**src/rtl/mult_seq_pkg.sv**
```systemverilog
// Shared types and defaults for the multiplier operand sequencer.
package mult_seq_pkg;
  localparam int DEF_WIDTH   = 8;
  localparam int DEF_TIMEOUT = 32;

  typedef enum logic [2:0] {
    IDLE   = 3'd0,
    SEND_A = 3'd1,
    SEND_B = 3'd2,
    WAIT   = 3'd3,
    REARM  = 3'd4
  } state_e;
endpackage

```
**src/rtl/mult_result_reg.sv**
```systemverilog
// One-entry valid/ready holding register for a product and its error flag.
module mult_result_reg #(
  parameter int DW = 16
) (
  input  logic          clk,
  input  logic          reset,
  input  logic          load_i,
  input  logic          err_i,
  input  logic [DW-1:0] data_i,
  input  logic          ready_i,
  output logic          valid_o,
  output logic          err_o,
  output logic [DW-1:0] data_o
);
  logic          valid_q;
  logic          err_q;
  logic [DW-1:0] data_q;

  // Payload is only written on load; a drain clears valid and leaves stale data.
  always_ff @(posedge clk or posedge reset) begin
    if (reset) begin
      valid_q <= 1'b0;
      err_q   <= 1'b0;
      data_q  <= '0;
    end else if (load_i) begin
      valid_q <= 1'b1;
      err_q   <= err_i;
      data_q  <= data_i;
    end else if (valid_q && ready_i) begin
      valid_q <= 1'b0;
    end
  end

  assign valid_o = valid_q;
  assign err_o   = err_q;
  assign data_o  = data_q;
endmodule

```
**src/rtl/mult_op_sequencer.sv**
```systemverilog
// Feeds operand pairs to a serial shift-add multiplier, waits for done (with
// timeout), re-arms it and hands the product back on a valid/ready port.
module mult_op_sequencer
  import mult_seq_pkg::*;
#(
  parameter int WIDTH   = DEF_WIDTH,
  parameter int TIMEOUT = DEF_TIMEOUT
) (
  input  logic               clk,
  input  logic               reset,
  input  logic               in_valid,
  output logic               in_ready,
  input  logic [WIDTH-1:0]   in_a,
  input  logic [WIDTH-1:0]   in_b,
  output logic               mult_reset,
  output logic               mult_start,
  output logic [WIDTH-1:0]   mult_data,
  input  logic [2*WIDTH-1:0] mult_prod,
  input  logic               mult_done,
  output logic               out_valid,
  input  logic               out_ready,
  output logic [2*WIDTH-1:0] out_data,
  output logic               out_err
);
  localparam int            TW   = $clog2(TIMEOUT);
  localparam logic [TW-1:0] TMAX = TW'(TIMEOUT - 1);

  state_e           state_q;
  logic [WIDTH-1:0] b_q;
  logic [TW-1:0]    timer_q;
  logic             mult_reset_q;
  logic             mult_start_q;
  logic [WIDTH-1:0] mult_data_q;

  logic               in_wait;
  logic               tmo;
  logic               res_load;
  logic [2*WIDTH-1:0] res_data;

  assign in_wait  = (state_q == WAIT);
  assign tmo      = (timer_q == TMAX);
  // done takes priority over a coincident timeout
  assign res_load = in_wait && (mult_done || tmo);
  assign res_data = mult_done ? mult_prod : '0;
  assign in_ready = (state_q == IDLE) && !out_valid;

  always_ff @(posedge clk or posedge reset) begin
    if (reset) begin
      state_q      <= IDLE;
      b_q          <= '0;
      timer_q      <= '0;
      mult_reset_q <= 1'b1;
      mult_start_q <= 1'b0;
      mult_data_q  <= '0;
    end else begin
      // mult_reset is a single-cycle pulse; it is only raised on entry to REARM
      mult_reset_q <= 1'b0;
      case (state_q)
        IDLE: begin
          if (in_valid && in_ready) begin
            b_q          <= in_b;
            mult_start_q <= 1'b1;
            mult_data_q  <= in_a;
            state_q      <= SEND_A;
          end
        end
        SEND_A: begin
          mult_start_q <= 1'b0;
          mult_data_q  <= b_q;
          state_q      <= SEND_B;
        end
        SEND_B: begin
          timer_q <= '0;
          state_q <= WAIT;
        end
        WAIT: begin
          if (res_load) begin
            mult_reset_q <= 1'b1;
            mult_data_q  <= '0;
            state_q      <= REARM;
          end else begin
            timer_q <= timer_q + 1'b1;
          end
        end
        REARM:   state_q <= IDLE;
        default: state_q <= IDLE;
      endcase
    end
  end

  assign mult_reset = mult_reset_q;
  assign mult_start = mult_start_q;
  assign mult_data  = mult_data_q;

  mult_result_reg #(.DW(2*WIDTH)) u_res (
    .clk     (clk),
    .reset   (reset),
    .load_i  (res_load),
    .err_i   (!mult_done),
    .data_i  (res_data),
    .ready_i (out_ready),
    .valid_o (out_valid),
    .err_o   (out_err),
    .data_o  (out_data)
  );
endmodule

```
**config.mk**
```make
export PLATFORM = sky130hd
export DESIGN_NAME = mult_op_sequencer
export DESIGN_NICKNAME = d
export VERILOG_FILES = /design/src/rtl/mult_seq_pkg.sv /design/src/rtl/mult_result_reg.sv /design/src/rtl/mult_op_sequencer.sv
export SDC_FILE = /design/constraint.sdc
export NUM_CORES = 1
export LEC_CHECK = 0
export BUFFER_PORTS_ARGS = -buffer_cell sky130_fd_sc_hd__buf_4
export CORE_UTILIZATION = 44
export CTS_CLUSTER_DIAMETER = 80
export DETAILED_ROUTE_END_ITERATION = 12
export PLACE_DENSITY = 0.71
export REMOVE_ABC_BUFFERS = 1
export SLEW_MARGIN = 20
export SYNTH_ARGS = -nofsm -noshare
export SYNTH_HDL_FRONTEND = slang
export SYNTH_SLANG_ARGS = --single-unit
```
**constraint.sdc**
```tcl
create_clock -name clk -period 3.45 [get_ports clk]
set_clock_uncertainty 0.1 [all_clocks]
set_input_delay 0.8625 -clock clk [delete_from_list [all_inputs] [get_ports clk]]
set_output_delay 0.8625 -clock clk [all_outputs]
set_load 0.05 [all_outputs]
```
---- Word level (Yosys, flattened, before mapping) ----
Cells that the tools add are included.
operators by class
  add/sub/neg operators ................... 1
  multipliers ............................. 0
  div/mod/pow operators ................... 0
  $lt $le $gt $ge ......................... 0
  equality and inequality tests ........... 7
  shift-type cells ........................ 0
  mux-type cells .......................... 15
  bitwise gates (word level) .............. 0
  reduce and logical (&&, ||, !) cells .... 17
operator list
  kind                                                   number
  one-hot mux 8 bit (3 select lines)                     1
  two-way mux 16 bit                                     1
  two-way mux 8 bit                                      2
  one-hot mux 3 bit (4 select lines)                     1
  one-hot mux 5 bit (2 select lines)                     1
  AND reduction 2 bit                                    4
  equality test 3 x 2 -> 1 bit, second input constant    2
  two-way mux 3 bit                                      2
  nonzero test 2 bit                                     3
  adder 5 x 1 -> 5 bit, second input constant            1
  equality test 5 bit, second input constant             1
  two-way mux 1 bit                                      5
  two-way mux 5 bit                                      1
  logical AND 1 bit                                      4
  inequality test 2 x 1 -> 1 bit, second input constant  2
  equality test 3 x 1 -> 1 bit, second input constant    1
  zero test 3 bit                                        1
  AND reduction 3 bit                                    1
  nonzero test 3 bit                                     1
  zero test 1 bit                                        2
  inequality test 2 bit, second input constant           1
  one-hot mux 1 bit (2 select lines)                     1
  logical OR 1 bit                                       1
word-level totals
  register bits ........................... 44
  latch bits .............................. 0
  memory bits (writable) .................. 0
  memory bits (read-only) ................. 0
  bits of input ports ..................... 37
  output and inout bits ................... 29
  word-level logic and storage cells ...... 49
  memories kept ........................... 0

---- Logic depth before layout (Yosys ltp) ----
Gate-level depths: netlist of run 1.
  depth after elaboration ................. 5
  depth in mapped cells ................... 8
  gate-level depth less buffers ........... 6

---- Cells and area by module ----
A second synthesis of run 1 with hierarchy kept.
unflattened totals
  cells, all modules ...................... 174
  area total of the unflattened synthesis .. 2127.0 sq um
modules (own cells, without submodules)
  module             instances  cells each  area each (sq um)  sequential area each (sq um)
  mult_op_sequencer  1          134         1403.8             651.9
  mult_result_reg    1          40          723.2              450.4

---- Worst setup path after synthesis of run 1 ----
No wires, ideal clock.
  kind .................................... flip-flop to output port
  start point ............................. register state_q[0]
  end point ............................... output port in_ready
  arrival ................................. 2.261 ns
  data required time ...................... 2.487 ns
  setup slack ............................. 0.227 ns
  cell stages (with the launch flop) ...... 4
  path buffers ............................ 2
  cell sequence ........................... dfrtp_1 > clkbuf_1 > buf_2 > nor4_1
on the way
  cells in the longest elaborated chain, start to end .. 2
RTL lines
  element                 RTL line                 text
  start, declared         mult_op_sequencer.sv:28  state_e state_q;
  start signal, assigned  mult_op_sequencer.sv:49  state_q <= IDLE;
  start signal, assigned  mult_op_sequencer.sv:64  state_q <= SEND_A;
  start signal, assigned  mult_op_sequencer.sv:70  state_q <= SEND_B;
  zero test 3 bit         mult_op_sequencer.sv:45  assign in_ready = (state_q == IDLE) && !out_valid;
  logical AND 1 bit       mult_op_sequencer.sv:45
  end, declared           mult_op_sequencer.sv:12  output logic in_ready,
Every way passes these cells.

---- Worst setup path after layout of run 1 ----
  start point ............................. register state_q[1]
  end point ............................... output port in_ready
The elaborated chain is that of the path after synthesis.

==> results.sh, run 1 <==
export IMPL_status="completed"
export IMPL_cts_sinks=44
export IMPL_worst_pin_slew_ps=979
export IMPL_clkPwrFrac_pct=16.2
export IMPL_layout_commonest_cell="buf_4"
export IMPL_area_growth_pct=31.8
export IMPL_syn_cell_area_um2=1960
export IMPL_p_seq_share_pct=33.7
export IMPL_synth_seq_cells=44
export IMPL_p_per_area_nw_per_um2=1100
export IMPL_reg2reg_slack_ps=1210
export IMPL_overflow=0
export IMPL_netSwitchingPower_w=0.00126
export IMPL_post_route_period_util_pct=71.7
export IMPL_drt_vias_per_instance=5.29
export IMPL_cp_start_kind="flop"
export IMPL_power_frac_comb_pct=50.0
export IMPL_drc=0
export IMPL_post_dp_cell_area_um2=2450
export IMPL_die_height_um=68.7
export IMPL_fin_tns_setup_ps=0
export IMPL_most_common_layout_cells="buf_4, dfrtp_1, a22o_1"
export IMPL_cts_tree="built"
export IMPL_hold_buffers=0
export IMPL_hpwlAfterDp_um=3090
export IMPL_ys_async_sr_fraction_pct=100
export IMPL_p_int_w=0.00158
export IMPL_synth_distinct_cells=34
export IMPL_path_clk_slew_ps=90
export IMPL_worstHoldPathType="reg -> reg"
export IMPL_maxSlewViolCount=0
export IMPL_wl_per_cell_um=15.5
export IMPL_ys_seq_area_share_pct=56.3
export IMPL_slew_headroom_pct=34.4
export IMPL_num_vias=1443
export IMPL_setup_viol=0
export IMPL_yosysWarnings=0
export IMPL_critPathMaxFanout=18
export IMPL_rsz0062_at_grt="false"
export IMPL_max_cap_viol_count=0
export IMPL_ys_dominant_reg_cell="dfrtp_1"
export IMPL_critical_path_class="reg -> out"
export IMPL_report_final_hold_viol_count=0
export IMPL_place_gp_congestion=0.753
export IMPL_post_cts_buffers=0
export IMPL_start_util_pct=47.3
export IMPL_synth_edf_count=0
export IMPL_critPathArrivalTime_ps=1510
export IMPL_synth_cells=161
export IMPL_ant_nets=0
export IMPL_grt_pass1_vias=1407
export IMPL_rows=23
export IMPL_root_buffer="clkbuf_8"
export IMPL_coreArea_um2=4140
export IMPL_grt_max_degree=28
export IMPL_sw_frac_of_total_pct=44.3
export IMPL_clock_path_buffers=2
export IMPL_port_buffers=65
export IMPL_grt_pass1_wl_um=6840
export IMPL_grt_usage_pct=20.1
export IMPL_period_needed_ps=2470
export IMPL_design_area_um2=2580
export IMPL_die_area_um2=4720
export IMPL_numCtsBuffers=5
export IMPL_insertion_delay_ps=300
export IMPL_max_freq_ghz=0.404
export IMPL_endpoint_kind="output pin"
export IMPL_max_vdd_ir_drop_uv=585
export IMPL_critPathRequiredTime_ps=2490
export IMPL_p_leak_nw=1.29
export IMPL_n_antenna_cell=0
export IMPL_ios=66
export IMPL_ctsResizeCount=0
export IMPL_drive_above_1_share_pct=39.5
export IMPL_antenna_found_initial=0
export IMPL_num_fill_cells=343
export IMPL_drt_wl_total_um=4240
export IMPL_cts_max_level=2
export IMPL_syn_avg_cell_area_um2=12.2
export IMPL_drt_iter0_drc=67
export IMPL_drtPass1Iterations=4
export IMPL_die_w_um=68.7
export IMPL_final_nets=261
[per-layer routing]
layer | track usage, % | part of all wire, %
met5 | 0 | 0
met4 | 6.89 | 1.1
met3 | 5.59 | 5.4
met2 | 31.1 | 47
met1 | 27.1 | 46
[final timing paths]
path,endpoint,depth (start not counted),startpoint
max in group asynchronous,mult_reset,3,reset
min in group asynchronous,mult_data[3],2,reset
setup reg to reg,u_res.data_o[7],3,state_q[1]
hold reg to reg,b_q[1],1,b_q[1]
setup / recovery,in_ready,2,state_q[1]
hold / removal,b_q[1],1,b_q[1]
[power groups by stage]
stage	Clock, W	Sequential (W)	Combinational [W]
final	0.000461	0.000958	0.00142
after detailed placement	0	0.000959	0.00144
after global routing	0.000495	0.000998	0.00151
after global placement	0	0.000952	0.00139
after CTS	0.000471	0.000957	0.00143
after floorplan	0	0.00143	0.000524
[cells by family (layout without fill, tap and decap cells)]
group | count (synthesis) | after routing | share of synthesized area, %
adder cells (fa/ha/maj) | 2 | 2 | 1.28
AND/OR/NAND/NOR | 33 | 33 | 11.9
flip-flops | 44 | 44 | 56.3
AO/OA/AOI/OAI | 39 | 39 | 15.2
buffers and inverters | 26 | 88 | 6.13
multiplexers | 17 | 17 | 9.26
[registers in the layout, summed over array words and instances, names as in the netlist]
name / count
b_q: 8
mult_data: 8
mult_reset: 1
mult_start: 1
state_q: 3
timer_q: 5
u_res.data_o: 16
u_res.err_o: 1
u_res.valid_o: 1
[synthesized netlist by cell type, drive strengths merged (4+ instances only)]
| library cell | number | area share, % |
|---|---|---|
| buf | 7 | 2.5 |
| mux2i | 8 | 4.1 |
| dfrtp | 43 | 55 |
| nor4bb | 8 | 4.1 |
| clkbuf | 5 | 0.96 |
| a22o | 23 | 10 |
| inv | 14 | 2.7 |
| nor2 | 5 | 0.96 |
| mux2 | 9 | 5.2 |
| a21oi | 11 | 2.8 |
| nand2 | 4 | 0.77 |
[through the flow]
| step | total power [W] | worst slack [ps] | utilization (%) | std cells | hold slack, ps |
|---|---|---|---|---|---|
| 6_report | 0.00284 | 977 | 62.3 | 273 | 403 |
| 5_1_grt | 0.00300 | 825 | 62.3 | 273 | 423 |
| 3_3_place_gp | 0.00235 | 1270 | 59.1 | 265 | 383 |
| 4_1_cts | 0.00286 | 950 | 62.3 | 273 | 405 |
| 2_1_floorplan | 0.00196 | 370 | - | 149 | 371 |
| 3_5_place_dp | 0.00240 | 1210 | 59.1 | 265 | 387 |
[worst max-delay path: stages (launching register included)]
cell and delay, ps:
dfrtp_1 610, nor4_1 360, buf_4 250
[layout make-up]
| type | instances | area (um^2) | share of cell area, % |
|---|---|---|---|
| Multi-Input combinational cell | 91 | 737 | 28.5 |
| Tap cell | 50 | 62.6 | 2.42 |
| Inverter | 14 | 52.6 | 2.03 |
| Clock inverter | 2 | 60.1 | 2.33 |
| Clock buffer | 6 | 72.6 | 2.81 |
| Timing Repair Buffer | 66 | 495 | 19.2 |
| Sequential cell | 44 | 1100 | 42.7 |
Power figures use the tool's default switching activity.
==> run 2, diff against run 1 <==
- ABC_AREA: default -> 1
- clock period: 3.45 -> 2.5 ns (I/O delays scaled with it)
==> run 2 against run 1 <==
Compared with the run above:
- total power increased by 30%
- setup slack lost 650 ps
- cell count increased by 27%
- clock power grew 16%
- final area is 1.0% higher
- first-iteration DRC count fell by 6.0%
- highest routed layer unchanged
- via count grew 14%
- hold slack worse by 150 ps
- critical path depth is 1 higher
- synthesized cell count increased by 41%
- area after synthesis grew 1.1%
==> results.sh, run 2 <==
export IMPL_status="completed"
export IMPL_syn_avg_cell_area_um2=8.73
export IMPL_synth_area_leader_cell="dfrtp_1"
export IMPL_largest_reg_flops=16
export IMPL_ys_seq_area_share_pct=55.6
export IMPL_start_util_pct=45.5
export IMPL_drt_vias_per_instance=4.76
export IMPL_max_freq_ghz=0.459
export IMPL_coreArea_um2=4350
export IMPL_synth_most_common_cell="nand2_1"
export IMPL_synth_seq_cells=44
export IMPL_n_antenna_cell=0
export IMPL_most_common_layout_cells="nand2_1, buf_4, dfrtp_1"
export IMPL_finalNonFillerCells=347
export IMPL_drt_iter0_drc=63
export IMPL_synth_distinct_cells=27
export IMPL_rows=24
export IMPL_critPathArrivalTime_ps=1450
export IMPL_reg2reg_slack_ps=440
export IMPL_drtPass1Iterations=4
export IMPL_die_area_um2=4780
export IMPL_area_growth_pct=31.6
export IMPL_layout_commonest_cell="nand2_1"
export IMPL_drc=0
export IMPL_synth_edf_count=0
export IMPL_ctsResizeCount=0
export IMPL_slew_headroom_pct=66.6
export IMPL_port_buffers=65
export IMPL_ant_nets=0
export IMPL_rsz0062_at_grt="false"
export IMPL_p_per_area_nw_per_um2=1410
export IMPL_syn_cell_area_um2=1980
export IMPL_synth_cells=227
export IMPL_clock_path_buffers=2
export IMPL_path_clk_slew_ps=90
export IMPL_maxSlewViolCount=0
export IMPL_die_w_um=69.1
export IMPL_ys_dominant_reg_cell="dfrtp_1"
export IMPL_antenna_found_initial=0
export IMPL_die_height_um=69.1
export IMPL_num_vias=1650
export IMPL_dp_cells=339
export IMPL_ios=66
export IMPL_insertion_delay_ps=290
export IMPL_drt_wl_total_um=4040
export IMPL_numCtsBuffers=5
export IMPL_cts_sinks=44
export IMPL_yosys_area_top_type_share_pct=54.3
export IMPL_place_gp_congestion=0.756
export IMPL_overflow=0
export IMPL_ys_async_sr_fraction_pct=100
export IMPL_hpwlAfterDp_um=2960
export IMPL_max_cap_viol_count=0
export IMPL_max_stage_delay_ps=420
export IMPL_fin_tns_setup_ps=0
export IMPL_r2r_start="timer_q[0]"
export IMPL_endpoint_kind="output pin"
export IMPL_r2r_end="mult_data[5]"
export IMPL_cts_tree="built"
export IMPL_critical_path_class="reg -> out"
export IMPL_yosysWarnings=0
export IMPL_post_cts_buffers=0
export IMPL_setup_viol=0
export IMPL_cts_max_level=2
export IMPL_grt_pass1_wl_um=6980
export IMPL_utilization_pct=59.9
export IMPL_num_fill_cells=395
export IMPL_hold_slack_ps=258
export IMPL_max_vdd_ir_drop_uv=843
export IMPL_r2r_cells=9
export IMPL_critPathRequiredTime_ps=1770
export IMPL_final_nets=333
export IMPL_worstHoldPathType="in -> async"
export IMPL_grt_pass1_vias=1616
export IMPL_grt_usage_pct=18.1
export IMPL_synth_area_leaders="dfrtp_1, nand2_1, nand3_1"
export IMPL_grt_max_degree=45
export IMPL_synthTopCellsByCount="nand2_1, dfrtp_1, nand3_1"
export IMPL_cp_start_kind="flop"
export IMPL_critPathMaxFanout=4
export IMPL_crit_path_top_delay_cell="dfrtp_1"
export IMPL_hold_buffers=0
export IMPL_p_leak_nw=1.48
export IMPL_path_cells="nor2_1 -> and3_1 -> buf_4"
export IMPL_post_route_period_util_pct=87.1
export IMPL_report_final_hold_viol_count=0
export IMPL_worst_pin_slew_ps=500
export IMPL_wl_per_cell_um=11.6
export IMPL_period_needed_ps=2180
export IMPL_drive_above_1_share_pct=30.2
export IMPL_finalPower_w=0.00368
export IMPL_root_buffer="clkbuf_8"
run 2: worst max-delay path by stage:
stage | startpoint | end | slack, ps | cells after the start
global placement | timer_q[0] | mult_data[4] | 600 | 9
CTS | state_q[0] | in_ready | 300 | 3
detailed placement | timer_q[0] | mult_data[5] | 480 | 9
global route | state_q[0] | in_ready | 240 | 3
finish | state_q[0] | in_ready | 320 | 3
floorplan | u_res.valid_o | in_ready | 450 | 2
run 2: cell families after synthesis:
family / Yosys count / synth area share (%)
AND/OR/NAND/NOR: 157 / 35.5
flip-flops: 44 / 55.6
buffers and inverters: 18 / 5.37
XOR/XNOR: 1 / 0.442
adder cells (fa/ha/maj): 2 / 1.26
AO/OA/AOI/OAI: 5 / 1.77
run 2: metal layers:
| layer | vias to the layer above | share of wire, % | GRT usage (%) |
|---|---|---|---|
| li1 | 847 | - | - |
| met1 | 751 | 47 | 22.8 |
| met2 | 48 | 46 | 30.1 |
| met3 | 4 | 5.7 | 5.56 |
| met4 | 0 | 1.1 | 4.76 |
| met5 | - | 0 | 0 |
run 2: where the power goes:
group	switching [W]	internal (W)
combinational	0.00138	0.000582
sequential	0.000176	0.00101
clock	0.000238	0.000296
total	0.00179	0.00189
run 2: stage by stage:
step,instance area (um^2),setup slack [ps]
6_report,2610,323
5_1_grt,2610,243
4_1_cts,2610,301
3_5_place_dp,2500,477
3_3_place_gp,2500,603
2_1_floorplan,1920,449
run 2: worst max-delay path, delay by kind of cell, from the launching register on:
family        cells  cell delay, ps
buf+inv           1             210
simple gates      2             530
flops             1             420
run 2: layout make-up:
class	count	area [um^2]	area share [%]
Timing Repair Buffer	67	515	19.8
Multi-Input combinational cell	165	773	29.6
Tap cell	52	65.1	2.49
Inverter	11	41.3	1.58
Sequential cell	44	1100	42.3
Clock buffer	5	68.8	2.64
Clock inverter	3	42.5	1.63
